File: config.mk
export PLATFORM = sky130hd
export DESIGN_NAME = mfcc_seg_ctrl
export DESIGN_NICKNAME = d
export VERILOG_FILES = /design/src/rtl/mfcc_seg_ctrl.sv
export SDC_FILE = /design/constraint.sdc
export NUM_CORES = 1
export LEC_CHECK = 0
export ABC_AREA = 1
export BUFFER_PORTS_ARGS = -buffer_cell sky130_fd_sc_hd__buf_2
export CELL_PAD_IN_SITES_DETAIL_PLACEMENT = 0
export CELL_PAD_IN_SITES_GLOBAL_PLACEMENT = 1
export CORE_MARGIN = 1.5
export CORE_UTILIZATION = 47
export CTS_CLUSTER_DIAMETER = 60
export DETAILED_ROUTE_END_ITERATION = 8
export PLACE_DENSITY = 0.85
export SLEW_MARGIN = 15
export SYNTH_ARGS = -nofsm -noshare
export SYNTH_HDL_FRONTEND = slang
export SYNTH_SLANG_ARGS = --single-unit
File: constraint.sdc
create_clock -name clk -period 3.78 [get_ports clk]
set_clock_uncertainty 0.15 [all_clocks]
set_input_delay 0.378 -clock clk [delete_from_list [all_inputs] [get_ports clk]]
set_output_delay 0.378 -clock clk [all_outputs]
set_load 0.01 [all_outputs]
File: src/rtl/mfcc_seg_ctrl.sv
// mfcc_seg_ctrl: gates the MFCC averager per utterance (onset/hangover) and hands the mean burst to the matcher
module mfcc_seg_ctrl #(
   parameter int ONSET_FRAMES = 3,
   parameter int HANG_FRAMES  = 8,
   parameter int MIN_FRAMES   = 20,
   parameter int MAX_FRAMES   = 1000,
   parameter int NCOEF        = 13,
   parameter int GUARD        = 12,
   parameter int TIMEOUT      = 255
) (
   input  logic       clk,
   input  logic       rst_n,
   input  logic       frame_tick,
   input  logic       vad,
   input  logic       mfcc_means_valid,
   input  logic       match_ready,
   output logic       seg_active,
   output logic [9:0] seg_frames,
   output logic [3:0] coef_idx,
   output logic       coef_vld,
   output logic       seg_done,
   output logic       seg_abort,
   output logic       busy
);
   localparam int OW = $clog2(ONSET_FRAMES + 1);
   localparam int HW = $clog2(HANG_FRAMES + 1);
   localparam int WMAX = (TIMEOUT > GUARD) ? TIMEOUT : GUARD;
   localparam int WW = $clog2(WMAX + 1);
   typedef enum logic [2:0] {S_IDLE, S_ONSET, S_ACTIVE, S_HANG, S_FLUSH, S_REPORT, S_GUARD} state_t;
   state_t state, state_n;
   logic [OW-1:0] on_cnt, on_n, on_inc;
   logic [HW-1:0] hang_cnt, hang_n;
   logic [WW-1:0] wait_cnt;
   logic [9:0] frames_n, sf_inc;
   logic [3:0] coef_cnt;
   logic abort_n, burst_end, accept;
   assign sf_inc = (seg_frames == 10'd1023) ? seg_frames : seg_frames + 10'd1;
   assign on_inc = on_cnt + OW'(1);
   assign burst_end = coef_vld && (coef_idx == 4'(NCOEF - 1));
   assign accept = (state == S_FLUSH) && mfcc_means_valid && (coef_cnt != 4'(NCOEF));
   always_comb begin
      state_n = state;
      on_n = on_cnt;
      hang_n = hang_cnt;
      frames_n = seg_frames;
      abort_n = 1'b0;
      case (state)
         S_IDLE:
            if (frame_tick && vad) begin
               on_n = OW'(1);
               state_n = (ONSET_FRAMES == 1) ? S_ACTIVE : S_ONSET;
               frames_n = (ONSET_FRAMES == 1) ? 10'd0 : seg_frames;
            end
         S_ONSET:
            if (frame_tick) begin
               on_n = vad ? on_inc : OW'(0);
               state_n = !vad ? S_IDLE : (on_inc == OW'(ONSET_FRAMES)) ? S_ACTIVE : S_ONSET;
               frames_n = (vad && on_inc == OW'(ONSET_FRAMES)) ? 10'd0 : seg_frames;
            end
         S_ACTIVE:
            if (frame_tick) begin
               frames_n = sf_inc;
               hang_n = HW'(1);
               state_n = (sf_inc >= 10'(MAX_FRAMES)) ? S_FLUSH : vad ? S_ACTIVE :
                         (HANG_FRAMES == 1) ? S_FLUSH : S_HANG;
            end
         S_HANG:
            if (frame_tick) begin
               frames_n = sf_inc;
               hang_n = vad ? HW'(0) : hang_cnt + HW'(1);
               state_n = (sf_inc >= 10'(MAX_FRAMES)) ? S_FLUSH : vad ? S_ACTIVE :
                         (hang_n == HW'(HANG_FRAMES)) ? S_FLUSH : S_HANG;
            end
         S_FLUSH:
            // a completing burst wins over a coincident timeout
            if (burst_end) begin
               state_n = (seg_frames >= 10'(MIN_FRAMES)) ? S_REPORT : S_GUARD;
               abort_n = (seg_frames < 10'(MIN_FRAMES));
            end else if (wait_cnt == WW'(TIMEOUT - 1)) begin
               state_n = S_GUARD;
               abort_n = 1'b1;
            end
         S_REPORT: state_n = match_ready ? S_GUARD : S_REPORT;
         S_GUARD:  state_n = (wait_cnt == WW'(GUARD - 1)) ? S_IDLE : S_GUARD;
         default:  state_n = S_IDLE;
      endcase
   end
   always_ff @(posedge clk or negedge rst_n) begin
      if (!rst_n) begin
         state <= S_IDLE;
         on_cnt <= '0;
         hang_cnt <= '0;
         wait_cnt <= '0;
         seg_frames <= '0;
         coef_cnt <= '0;
         coef_idx <= '0;
         coef_vld <= 1'b0;
         seg_active <= 1'b0;
         seg_done <= 1'b0;
         seg_abort <= 1'b0;
         busy <= 1'b0;
      end else begin
         state <= state_n;
         on_cnt <= on_n;
         hang_cnt <= hang_n;
         wait_cnt <= (state_n != state) ? '0 : wait_cnt + WW'(1);
         seg_frames <= frames_n;
         coef_cnt <= (state_n == S_FLUSH && state != S_FLUSH) ? 4'd0 : accept ? coef_cnt + 4'd1 : coef_cnt;
         coef_idx <= (state_n == S_FLUSH && state != S_FLUSH) ? 4'd0 : accept ? coef_cnt : coef_idx;
         coef_vld <= accept;
         seg_active <= (state_n == S_ACTIVE) || (state_n == S_HANG);
         seg_done <= (state_n == S_REPORT);
         seg_abort <= abort_n;
         busy <= (state_n != S_IDLE);
      end
   end
endmodule

Yosys cells after proc, flatten, opt, wreduce, memory -nomap -nowiden
Index checks and enable logic that the tools add are counted.
Word-level totals
  register bits: 40
  word-level logic and storage cells: 100
  output and inout port bits: 19
Operators by class
  add/subtract/negate cells: 5
  order comparisons: 3
  equality and inequality tests: 25
  reduce and logical (&&, ||, !) cells: 17
  multiplexer cells: 38
Operators with widths (count)
  $mux W10: 4
  $mux W3: 11
  $mux W4: 7
  $pmux W3 S7: 1
  $pmux W10 S2: 1
  $eq A3 B3 Y1 const B: 5
  $mux W2: 7
  $eq A3 B2 Y1 const B: 4
  $add A10 B1 Y10 const B: 1
  $eq A10 B10 Y1 const B: 1
  $ge A10 B10 Y1 const B: 1
  $ge A10 B5 Y1 const B: 1
  $lt A10 B5 Y1 const B: 1
  $ne A2 B2 Y1 const B: 5
  $add A4 B1 Y4 const B: 2
  $add A8 B1 Y8 const B: 1
  $eq A4 B4 Y1 const B: 2
  $eq A8 B4 Y1 const B: 1
  $eq A8 B8 Y1 const B: 1
  $mux W8: 1
  $pmux W4 S2: 1
  $reduce_bool A2 Y1: 4
  $logic_and A1 B1 Y1: 6
  $reduce_and A3 Y1: 2
  14 further kinds: 17

Logic depth before layout (Yosys ltp)
  depth after elaboration: 11
  mapped depth: 15

Worst setup path after synthesis
Ideal clock, no wire load.
  path type: reg-to-reg
  from: register seg_frames[0]
  to: register wait_cnt[4]
  required time: 3508 ps
  path slack: 1652 ps
  data arrival time: 1855 ps
  setup time: 122 ps
  stages on the path, launching flop included: 15
  cell sequence: dfrtp_1 ha_1 inv_1 nor2_4 nand3_4 nand3_2 nand2_2 nor2_4 nand3_2 nand2_2 nand3_2 nand2_2 nand2_2 nand2_4 nor2_2
Between the ends
  word-level cells in the longest chain between the ends: 8
RTL lines
  start: declaration: line 18  | output logic [9:0] seg_frames,
  start signal: assignment: line 107  | seg_frames <= frames_n;
  $add A10 B1 Y10 or $eq A10 B10 Y1 (tied branches): line 37  | assign sf_inc = (seg_frames == 10'd1023) ? seg_frames : seg_frames + 10'd1;
  $mux W10: line 37
  $ge A10 B10 Y1: line 64, 71
  $mux W3 (on tied branches): line 71, 64
  $mux W3 (on tied branches): line 68, 61
  $pmux W3 S7 *: line 47  | case (state)
  net state_n[1]: line 30  | state_t state, state_n;
  $ne A3 B3 Y1 *: line 106  | wait_cnt <= (state_n != state) ? '0 : wait_cnt + WW'(1);
  $mux W8 *: line 106
  end signal: assignment: line 106
  end: declaration: line 33  | logic [WW-1:0] wait_cnt;
Mark *: on every way through the listed nets, which the timed path passes. The rest lies on a longest branch.
A chain may end at the register's enable or synchronous reset.

Worst setup path in the final report
Same ends and word-level chain as after synthesis.

==> run metrics <==
gp weighted congestion=0.833; Syn Inst Count=309; H-tree depth=2; FF-to-FF setup slack=1.49 ns; RSZ-0062 raised after global routing=no; global-route wire length before repair=8180 microns; number of synthesized flops with an enable pin=0; final worst path period share=0.605; first-pass detailed-route iteration total=4; Yosys warning count=0; CP Capture Type=flip-flop; Synth Register Bits=40; Psw=0.721 mW; Placement Setup Slack=1.48 ns; # Max-Cap Violations=0; Final Critical Period=2.29 ns; Rel. slew slack=0.415; Setup Buffers After CTS=0; DR vias=2053; critical path class=flip-flop to flip-flop; Skew-Pair Late Insertion Delay=0.29 ns; largest net degree at the start of global routing=41; Mapped Area=2420 sq um; layout cells sized above 1=0.224; Internal=0.962 mW; DR vias/cell=5.06; Clock transition at path regs=0.08 ns; hpwl dp=3680 microns; Critical Path RT=3.81 ns; CTS tree=done; worst r2r src=seg_frames[0]; Fin. Hold Viols=0; core area=4850 sq um; actual slew at the worst max-slew pin=0.877 ns; Inserted Clock Buffers=5; power per cell area=617 nW/um^2; number of routed nets with antenna violations=0; status=completed; CTS Root Cell=clkbuf_8; Starting Density=0.499; clk sink count=40; Die Y=74.8 microns; Synth top area share=0.414; Max Freq=437 MHz; vias in the first global route=1909; fin worst setup slack=1.49 ns; Setup crit start kind=flip-flop; synth top area cells=dfrtp_1 (41%), nand2_1 (11%), inv_1 (6.2%); Post-synth ARST share=1.00; Post-Syn Nets=323; Port-buffer cells=24; switch share=0.428; Synth Flop Type=dfrtp_1; Final #Nets=352; synthesized area per cell=7.83 sq um; clock tree buffer depth=2; # IOs=25; Chip Width=74.8 microns; most common cell in the netlist=nand2_1; post-cts sizing count=0; drt total wl=4930 microns; die area=5590 sq um; Fill cells=465; Tot GR Track Use=0.193; Worst setup endpoint=wait_cnt[4]; Remaining DRCs=0; leakage=1.35 nW; sequential share of power=0.412; DR iter-0 viols=115; worst-path maximum fanout=8; IR drop worst, VDD=325 uV; Clock Power Share=0.210; synth cell count leaders=nand2_1 (72), dfrtp_1 (40), inv_1 (40); Final Max Tran Viols=0; Hold Path Class=primary input to asynchronous set/reset pin; Setup-failing EPs final=0; Setup TNS=0 ns; leading area contributor after synthesis=dfrtp_1; n_diodes=0; Setup crit start=seg_frames[0]; sequential element share of the synthesized area=0.414; worst reg2reg path depth=14; Area Growth Syn to Fin=12.6%; Worst Path Arrival=2.32 ns; Gate power share=0.378; initial antenna violation count=0; hold buffers post-CTS=0; r2r endpoint=wait_cnt[4]; GRT overflow=0; Site Rows=25; Routed WL per cell=12.1 microns; Distinct cells, synth=30
[worst max-delay path: stages, from the launching register on]
cell     delay, ns
dfrtp_1       0.42
ha_1          0.30
inv_1         0.10
nor2_4        0.14
nand3_4       0.13
nand3_2       0.12
nand2_2       0.06
nor2_4        0.11
nand3_2       0.10
nand2_2       0.12
nand3_2       0.10
nand2_2       0.08
nand2_2       0.06
nand2_4       0.14
nor2_2        0.04
[worst min path at each step]
stage	start	endpoint	slack [ns]	cells past startpoint
2_1_floorplan	rst_n	busy	-0.07	0
3_5_place_dp	on_cnt[0]	on_cnt[0]	0.35	1
3_3_place_gp	on_cnt[0]	on_cnt[0]	0.33	1
5_1_grt	rst_n	seg_frames[5]	0.14	1
6_report	rst_n	seg_frames[6]	0.05	1
4_1_cts	rst_n	seg_abort	0.09	1
[cells by family after synthesis]
kind of cell               share of synthesized area
and+or+nand+nor                                0.349
buffers and inverters                         0.0724
AOI/OAI and AO/OA                              0.102
DFF                                            0.414
adders and majority gates                     0.0414
xor gates and xnor gates                      0.0217
[per-stage QoR]
step           instance area (sq um)  cells   util  total power, mW  hold WS [ns]
5_1_grt                         2730    406  0.562             1.83         0.142
6_report                        2730    406  0.562             1.68        0.0480
3_5_place_dp                    2610    398  0.539             1.34         0.349
4_1_cts                         2730    406  0.562             1.70        0.0917
3_3_place_gp                    2610    398  0.539             1.34         0.325
2_1_floorplan                   2420    309      -             1.15       -0.0676
[cell type report]
type | instances | area (sq um) | area share
repair buffers | 24 | 120 | 0.0441
flip-flops and latches | 40 | 1000 | 0.367
clock buffers | 5 | 68.8 | 0.0253
well taps | 67 | 83.8 | 0.0308
clock inverters | 3 | 42.5 | 0.0156
multi-input cells | 223 | 1240 | 0.456
inverters | 44 | 165 | 0.0606
[flip-flops by register name, summed over array words and instances (netlist names)]
signal / cells
hang_cnt: 4
seg_done: 1
busy: 1
coef_vld: 1
coef_cnt: 4
on_cnt: 2
state: 3
seg_active: 1
wait_cnt: 8
coef_idx: 4
seg_abort: 1
seg_frames: 10
[per-layer routing]
metal	part of all wire	up-vias	GRT usage	wire length [microns]
met5	0	-	0	0
met4	0.0065	0	0.0707	32
met3	0.033	2	0.0361	165
met2	0.50	34	0.336	2450
met1	0.46	957	0.238	2280
li1	-	1060	-	-
[placed cells by master (no fill, tap or decap), drive strengths merged]
cell type and count:
o31ai 1, nand2 85, buf 24, o21a 3, xnor2 1, nand4 8
nor2 38, clkinvlp 1, a211oi 2, xor2 5, a31oi 2, ha 8
clkbuf 5, nand3 28, or4 1, a21oi 10, o21ai 21, inv 44
nor3 7, bufinv 1, a32o 1, dfrtp 40, o22ai 2, clkinv 1
[power by group through the flow]
stage,Sequential (mW),Clock [mW],Combinational (mW)
floorplan,0.684,0,0.467
detailed placement,0.701,0,0.640
CTS,0.692,0.367,0.643
global placement,0.700,0,0.641
finish,0.693,0.354,0.635
global route,0.715,0.382,0.738
Power figures use the tool's default switching activity.
